--- config.mk ---
export PLATFORM = sky130hd
export DESIGN_NAME = decode_ctrl_pipe
export DESIGN_NICKNAME = d
export VERILOG_FILES = /design/src/rtl/decode_ctrl_pipe.sv
export SDC_FILE = /design/constraint.sdc
export NUM_CORES = 1
export LEC_CHECK = 0
export ABC_AREA = 0
export CAP_MARGIN = 20
export CELL_PAD_IN_SITES_DETAIL_PLACEMENT = 1
export CELL_PAD_IN_SITES_GLOBAL_PLACEMENT = 1
export CORE_MARGIN = 5
export CORE_UTILIZATION = 35
export DETAILED_ROUTE_END_ITERATION = 10
export PLACE_DENSITY_LB_ADDON = 0.1
export SLEW_MARGIN = 20
export SYNTH_ARGS = -nofsm -noshare
export SYNTH_HDL_FRONTEND = slang
export SYNTH_SLANG_ARGS = --single-unit
--- constraint.sdc ---
create_clock -name clk -period 3.7 [get_ports clk]
set_input_delay 1.11 -clock clk [delete_from_list [all_inputs] [get_ports clk]]
set_output_delay 1.11 -clock clk [all_outputs]
set_load 0.05 [all_outputs]
--- src/rtl/decode_ctrl_pipe.sv ---
// rtl/decode_ctrl_pipe.sv - RV32I decode stage with registered control outputs
// and a load-use stall bubble.
module decode_ctrl_pipe #(
  parameter int XLEN      = 32,
  parameter bit HAZARD_EN = 1'b1,
  parameter int CNT_W     = 16
) (
  input  logic             clk,
  input  logic             rst,
  input  logic             in_valid,
  output logic             in_ready,
  input  logic [31:0]      instruction,
  input  logic             flush,
  output logic             out_valid,
  input  logic             out_ready,
  output logic             branch,
  output logic             memread,
  output logic             memtoreg,
  output logic             memwrite,
  output logic             alusrc,
  output logic             regwrite,
  output logic             jump,
  output logic             illegal,
  output logic [1:0]       ALUop,
  output logic [3:0]       ALUctr,
  output logic [2:0]       brfunct,
  output logic [4:0]       rs1,
  output logic [4:0]       rs2,
  output logic [4:0]       rd,
  output logic [XLEN-1:0]  imm,
  output logic [CNT_W-1:0] stall_cnt,
  output logic [CNT_W-1:0] flush_cnt
);

  localparam logic [3:0] ALU_ADD = 4'b0000, ALU_SUB = 4'b0001, ALU_AND = 4'b0010,
                         ALU_OR = 4'b0011, ALU_XOR = 4'b0100, ALU_SLL = 4'b0110,
                         ALU_SRL = 4'b0111, ALU_SRA = 4'b1000, ALU_SLT = 4'b1001,
                         ALU_SLTU = 4'b1010, ALU_PASSB = 4'b1011;

  logic [6:0] opc;
  logic [2:0] f3;
  logic       br_d, mr_d, mtr_d, mw_d, as_d, rw_d, j_d, ill_d, use_rs1, use_rs2;
  logic [1:0] aluop_d;
  logic [3:0] aluctr_d;
  logic [31:0] imm32;
  logic       advance, hz;

  assign opc = instruction[6:0];
  assign f3  = instruction[14:12];

  always_comb begin
    br_d = 1'b0; mr_d = 1'b0; mtr_d = 1'b0; mw_d = 1'b0; as_d = 1'b0;
    rw_d = 1'b0; j_d = 1'b0; ill_d = 1'b0; use_rs1 = 1'b0; use_rs2 = 1'b0;
    aluop_d = 2'b00; aluctr_d = ALU_ADD; imm32 = 32'd0;
    case (opc)
      7'b0110011: begin
        use_rs1 = 1'b1; use_rs2 = 1'b1; aluop_d = 2'b10; rw_d = 1'b1;
        case ({instruction[30], f3})
          4'b0000: aluctr_d = ALU_ADD;
          4'b1000: aluctr_d = ALU_SUB;
          4'b0001: aluctr_d = ALU_SLL;
          4'b0010: aluctr_d = ALU_SLT;
          4'b0011: aluctr_d = ALU_SLTU;
          4'b0100: aluctr_d = ALU_XOR;
          4'b0101: aluctr_d = ALU_SRL;
          4'b1101: aluctr_d = ALU_SRA;
          4'b0110: aluctr_d = ALU_OR;
          4'b0111: aluctr_d = ALU_AND;
          default: ill_d = 1'b1;
        endcase
      end
      7'b0010011: begin
        use_rs1 = 1'b1; aluop_d = 2'b10; as_d = 1'b1; rw_d = 1'b1;
        imm32 = {{20{instruction[31]}}, instruction[31:20]};
        case (f3)
          3'b000: aluctr_d = ALU_ADD;
          3'b010: aluctr_d = ALU_SLT;
          3'b011: aluctr_d = ALU_SLTU;
          3'b100: aluctr_d = ALU_XOR;
          3'b110: aluctr_d = ALU_OR;
          3'b111: aluctr_d = ALU_AND;
          3'b001: aluctr_d = ALU_SLL;
          default: aluctr_d = instruction[30] ? ALU_SRA : ALU_SRL;
        endcase
      end
      7'b0000011: begin
        use_rs1 = 1'b1; mr_d = 1'b1; mtr_d = 1'b1; as_d = 1'b1; rw_d = 1'b1;
        imm32 = {{20{instruction[31]}}, instruction[31:20]};
      end
      7'b0100011: begin
        use_rs1 = 1'b1; use_rs2 = 1'b1; mw_d = 1'b1; as_d = 1'b1;
        imm32 = {{20{instruction[31]}}, instruction[31:25], instruction[11:7]};
      end
      7'b1100011: begin
        use_rs1 = 1'b1; use_rs2 = 1'b1; br_d = 1'b1; aluop_d = 2'b01;
        imm32 = {{20{instruction[31]}}, instruction[7], instruction[30:25],
                 instruction[11:8], 1'b0};
        case (f3[2:1])
          2'b00: aluctr_d = ALU_SUB;
          2'b10: aluctr_d = ALU_SLT;
          2'b11: aluctr_d = ALU_SLTU;
          default: ill_d = 1'b1;
        endcase
      end
      7'b0110111: begin
        aluctr_d = ALU_PASSB; as_d = 1'b1; rw_d = 1'b1;
        imm32 = {instruction[31:12], 12'd0};
      end
      7'b0010111: begin
        as_d = 1'b1; rw_d = 1'b1;
        imm32 = {instruction[31:12], 12'd0};
      end
      7'b1101111: begin
        j_d = 1'b1; as_d = 1'b1; rw_d = 1'b1;
        imm32 = {{12{instruction[31]}}, instruction[19:12], instruction[20],
                 instruction[30:21], 1'b0};
      end
      7'b1100111: begin
        use_rs1 = 1'b1; j_d = 1'b1; as_d = 1'b1; rw_d = 1'b1;
        imm32 = {{20{instruction[31]}}, instruction[31:20]};
      end
      default: ill_d = 1'b1;
    endcase
    // An illegal word carries no control, no operands and no immediate.
    if (ill_d) begin
      br_d = 1'b0; mr_d = 1'b0; mtr_d = 1'b0; mw_d = 1'b0; as_d = 1'b0;
      rw_d = 1'b0; j_d = 1'b0; use_rs1 = 1'b0; use_rs2 = 1'b0;
      aluop_d = 2'b00; aluctr_d = ALU_ADD; imm32 = 32'd0;
    end
  end

  assign advance  = out_ready || !out_valid;
  assign hz       = HAZARD_EN && out_valid && memread && (rd != 5'd0) && in_valid &&
                    ((use_rs1 && instruction[19:15] == rd) ||
                     (use_rs2 && instruction[24:20] == rd));
  assign in_ready = !rst && (flush || (advance && !hz));

  always_ff @(posedge clk) begin
    if (rst) begin
      out_valid <= 1'b0; branch <= 1'b0; memread <= 1'b0; memtoreg <= 1'b0;
      memwrite <= 1'b0; alusrc <= 1'b0; regwrite <= 1'b0; jump <= 1'b0;
      illegal <= 1'b0; ALUop <= 2'b00; ALUctr <= 4'b0000; brfunct <= 3'd0;
      rs1 <= 5'd0; rs2 <= 5'd0; rd <= 5'd0; imm <= '0;
      stall_cnt <= '0; flush_cnt <= '0;
    end else begin
      if (flush && flush_cnt != '1) flush_cnt <= flush_cnt + 1'b1;
      if (!flush && advance && hz && stall_cnt != '1) stall_cnt <= stall_cnt + 1'b1;
      // Flush, load-use bubble and an empty advance all load a dead stage.
      if (flush || (advance && (hz || !in_valid))) begin
        out_valid <= 1'b0; branch <= 1'b0; memread <= 1'b0; memtoreg <= 1'b0;
        memwrite <= 1'b0; alusrc <= 1'b0; regwrite <= 1'b0; jump <= 1'b0;
        illegal <= 1'b0; ALUop <= 2'b00; ALUctr <= 4'b0000; brfunct <= 3'd0;
        rs1 <= 5'd0; rs2 <= 5'd0; rd <= 5'd0; imm <= '0;
      end else if (advance) begin
        out_valid <= 1'b1; branch <= br_d; memread <= mr_d; memtoreg <= mtr_d;
        memwrite <= mw_d; alusrc <= as_d; regwrite <= rw_d; jump <= j_d;
        illegal <= ill_d; ALUop <= aluop_d; ALUctr <= aluctr_d;
        brfunct <= br_d ? f3 : 3'd0;
        rs1 <= instruction[19:15]; rs2 <= instruction[24:20]; rd <= instruction[11:7];
        imm <= XLEN'($signed(imm32));
      end
    end
  end

endmodule

==> flow_summary_export.csv <==
group,metric,value,unit
detailed_routing,dr_wl_met2,8320,µm
final_layout,fillers,1588,
detailed_routing,detailedRoute.firstIterationViolations,185,
logic_synthesis,async_flop_share,0,
final_layout,finalCoreUtilization,0.525,
final_layout,drive_above_1_share,0.173,
logic_synthesis,synth.top_cells.by_count,"dfxtp_1, nand2_1, a21oi_1",
clock_tree,path_clk_slew,0.07,ns
detailed_routing,detail_route.vias_per_cell,5.30,
global_routing,antenna_found_initial,0,
logic_synthesis,syn-cell-area,0.00467,mm²
detailed_routing,routed_wl,16600,µm
logic_synthesis,post_synthesis_net_count,604,
floorplanning,rows,42,
worst_setup_path,timing.critical_path.from,"instruction[6]",
worst_setup_path,setup.worst_path.class,"input pin to output pin",
clock_tree,clock_latency,0.35,ns
logic_synthesis,yosys.cell_types.count,67,
power_and_ir_drop,leakage,0.00245,µW
timing,timing.final.crit_share,0.978,
detailed_routing,drc,0,
detailed_routing,dr.pass1.iters,4,
floorplanning,core,0.0131,mm²
worst_setup_path,worstPathRequired,2.59,ns
detailed_routing,routed-via-count,4849,
logic_synthesis,postSynth.topFlopCell,"dfxtp_1",
timing,layout_min_cycle_time,3.62,ns
clock_tree,htree_levels,3,
global_routing,first_global_vias,5123,
global_routing,gr_ovfl_total,0,
place,port-buffer-count,134,
timing,tns,0,ns
timing,report.final.slew_viol_count,0,
floorplanning,chipWidth,125,µm
detailed_routing,routed.top_layer,"met4",
status,run_status,"finished clean",
clock_tree,cts-root-to-sink-buffers,2,
worst_setup_path,crit_fanout,2,
timing,timing_worst_slew_pin_value,0.720,ns
detailed_routing,routed_length_on_met3,780,µm
timing,fin_worst_skew,0.00659,ns
floorplanning,floorplan.die.height,125,µm
final_layout,multi_input_area,0.00265,mm²
clock_tree,clock_tree.root_cell,"clkbuf_16",
floorplanning,initial_core_util,0.355,
worst_setup_path,worstSetupEndpointType,"output pin",
clock_tree,hold_buffers,0,
final_layout,final_cells,915,
global_routing,grt_usage,0.211,
global_routing,wire_length_of_the_first_global_routing_pass,27300,µm
logic_synthesis,synth-warning-count,0,
detailed_routing,postRouteAntennaNets,0,
job,drv.max_cap_violation_count,0,
timing,number_of_setup_violations_in_the_final_report,0,
logic_synthesis,yosys.area.top_type_share,0.407,
global_routing,largest_net_degree_at_the_start_of_global_routing,46,
final_layout,sequential_cell_area,0.00190,mm²
clock_tree,cts_tree,"built",
logic_synthesis,synthesized_instance_count,565,
final_layout,syn_to_final_growth,47.8,%
place,gp_congestion,0.885,
logic_synthesis,synth-seq-area-share,0.407,
place,placed_cells,895,
floorplanning,die_area,0.0157,mm²
detailed_routing,met1Wirelength,7140,µm
power_and_ir_drop,peak_vdd_ir,0.219,mV
worst_setup_path,critical_path.reg2reg.startpoint,"rd[0]",
detailed_routing,routedWlPerCell,18.2,µm
timing,final-hold-violation-count,0,
power_and_ir_drop,power_density,335,mW/mm²
worst_setup_path,critical_path.startpoint_type,"input pin",
final_layout,diode_insertion_count_for_antenna_repair,0,
clock_tree,cts-buffers-inserted,9,
logic_synthesis,synthTopCellsByArea,"dfxtp_1, nand2_1, a21oi_1, nor2_1, a22oi_1",
logic_synthesis,yosys.area.top_type,"dfxtp_1",
timing,timing.slew.headroom,0.519,
floorplanning,boundaryPins,135,
hold_path,worstHoldStart,"imm[26]",
clock_tree,cts.sink_count,95,
place,detailed_place_hpwl,12500,µm
final_layout,finalNetCount,775,
worst_setup_path,critPathArrivalTime,2.51,ns
logic_synthesis,synthesis.area_per_instance,8.26,µm²
hold_path,class_of_the_most_critical_hold_timing_path,"flop to flop",
logic_synthesis,postSynthRegisterBits,95,
logic_synthesis,synth_most_common_cell,"dfxtp_1",
timing,fmax,0.276,GHz
logic_synthesis,synth_enable_flop_cells,0,
-- final timing paths --
kind,end,slack [ns],depth (start not counted)
hold reg to reg,imm[26],0.45,2
setup reg to reg,stall_cnt[13],1.22,10
hold / removal,imm[26],0.45,2
setup / recovery,in_ready,0.08,8
-- power breakdown --
group / internal [µW] / total, µW / leakage (µW) / switching [µW]
sequential: 1030 / 1040 / 0.000767 / 9.44
clock: 622 / 1020 / 0.000154 / 394
combinational: 108 / 257 / 0.00153 / 149
total: 1760 / 2310 / 0.00245 / 552
-- per-layer routing --
metal	GRT usage	vias to the layer above
met5	0	-
met2	0.374	112
met1	0.249	2362
met3	0.0452	19
met4	0.0810	0
li1	-	2356
-- critical path, stage by stage --
cell	delay, ns
clkdlybuf4s15_2	0.22
a21boi_4	0.15
nand4_1	0.15
nor4_4	0.30
o211ai_1	0.17
a21oi_2	0.22
nor2_4	0.05
buf_12	0.14
-- through the flow --
stage          setup slack [ns]  hold WS, ns  area (µm²)  total power (µW)
2_1_floorplan            0.0755        0.671        4680              1180
3_3_place_gp             -0.488        0.439        6530              1320
3_5_place_dp             -0.482        0.447        6530              1320
4_1_cts                 0.00749        0.458        6890              2340
5_1_grt                -0.00330        0.474        6900              2400
6_report                 0.0800        0.454        6900              2310
-- kinds of logic after synthesis --
family,Yosys count,synth area share
AOI/OAI and AO/OA,151,0.216
xor gates and xnor gates,21,0.0394
adders and majority gates,2,0.00536
buffers and inverters,40,0.0413
DFF,95,0.407
muxes,6,0.0142
and+or+nand+nor,250,0.276
-- registers in the layout, summed over array words and instances, names as in the netlist --
signal,count
alusrc,1
branch,1
rs2,5
out_valid,1
imm,32
ALUop,1
rs1,5
regwrite,1
rd,5
jump,1
ALUctr,4
memtoreg,1
memwrite,1
brfunct,3
stall_cnt,16
illegal,1
flush_cnt,16
-- repair_timing --
| item | 4_1_cts | 5_1_grt |
|---|---|---|
| setup endpoints to repair | 1 | 1 |
| pin swaps | 11 | 19 |
| buffers inserted | 4 | 3 |
| endpoints found under the hold margin | 0 | 0 |
| gates resized for setup | 46 | 22 |
-- layout make-up --
| cell class | instances | share of cell area |
|---|---|---|
| clock inverters | 3 | 0.00979 |
| well taps | 176 | 0.0319 |
| flip-flops and latches | 95 | 0.276 |
| inverters | 3 | 0.00163 |
| repair buffers | 197 | 0.260 |
| multi-input cells | 430 | 0.384 |
| clock buffers | 11 | 0.0366 |
-- layout by cell type, fill, tap and decap left out, drive strengths merged, types with 3 or more instances in the layout --
| cell type | n |
|---|---|
| a21boi | 4 |
| mux2 | 5 |
| a22oi | 18 |
| a21oi | 62 |
| and3 | 10 |
| nor2 | 54 |
| nand2 | 80 |
| dlygate4sd2 | 6 |
| o21ai | 29 |
| and4 | 6 |
| nor3 | 12 |
| o211ai | 3 |
| inv | 3 |
| nand3 | 11 |
| dfxtp | 95 |
| nor4 | 6 |
| clkbuf | 19 |
| xnor2 | 8 |
| buf | 68 |
| nand2b | 5 |
| or3 | 11 |
| a22o | 4 |
| clkdlybuf4s50 | 111 |
| nor2b | 9 |
| nand4 | 16 |
| and2 | 16 |
| a32oi | 3 |
| a31oi | 4 |
| xor2 | 13 |
| a21bo | 8 |
| clkdlybuf4s15 | 3 |
(Power assumes the default switching activity.)
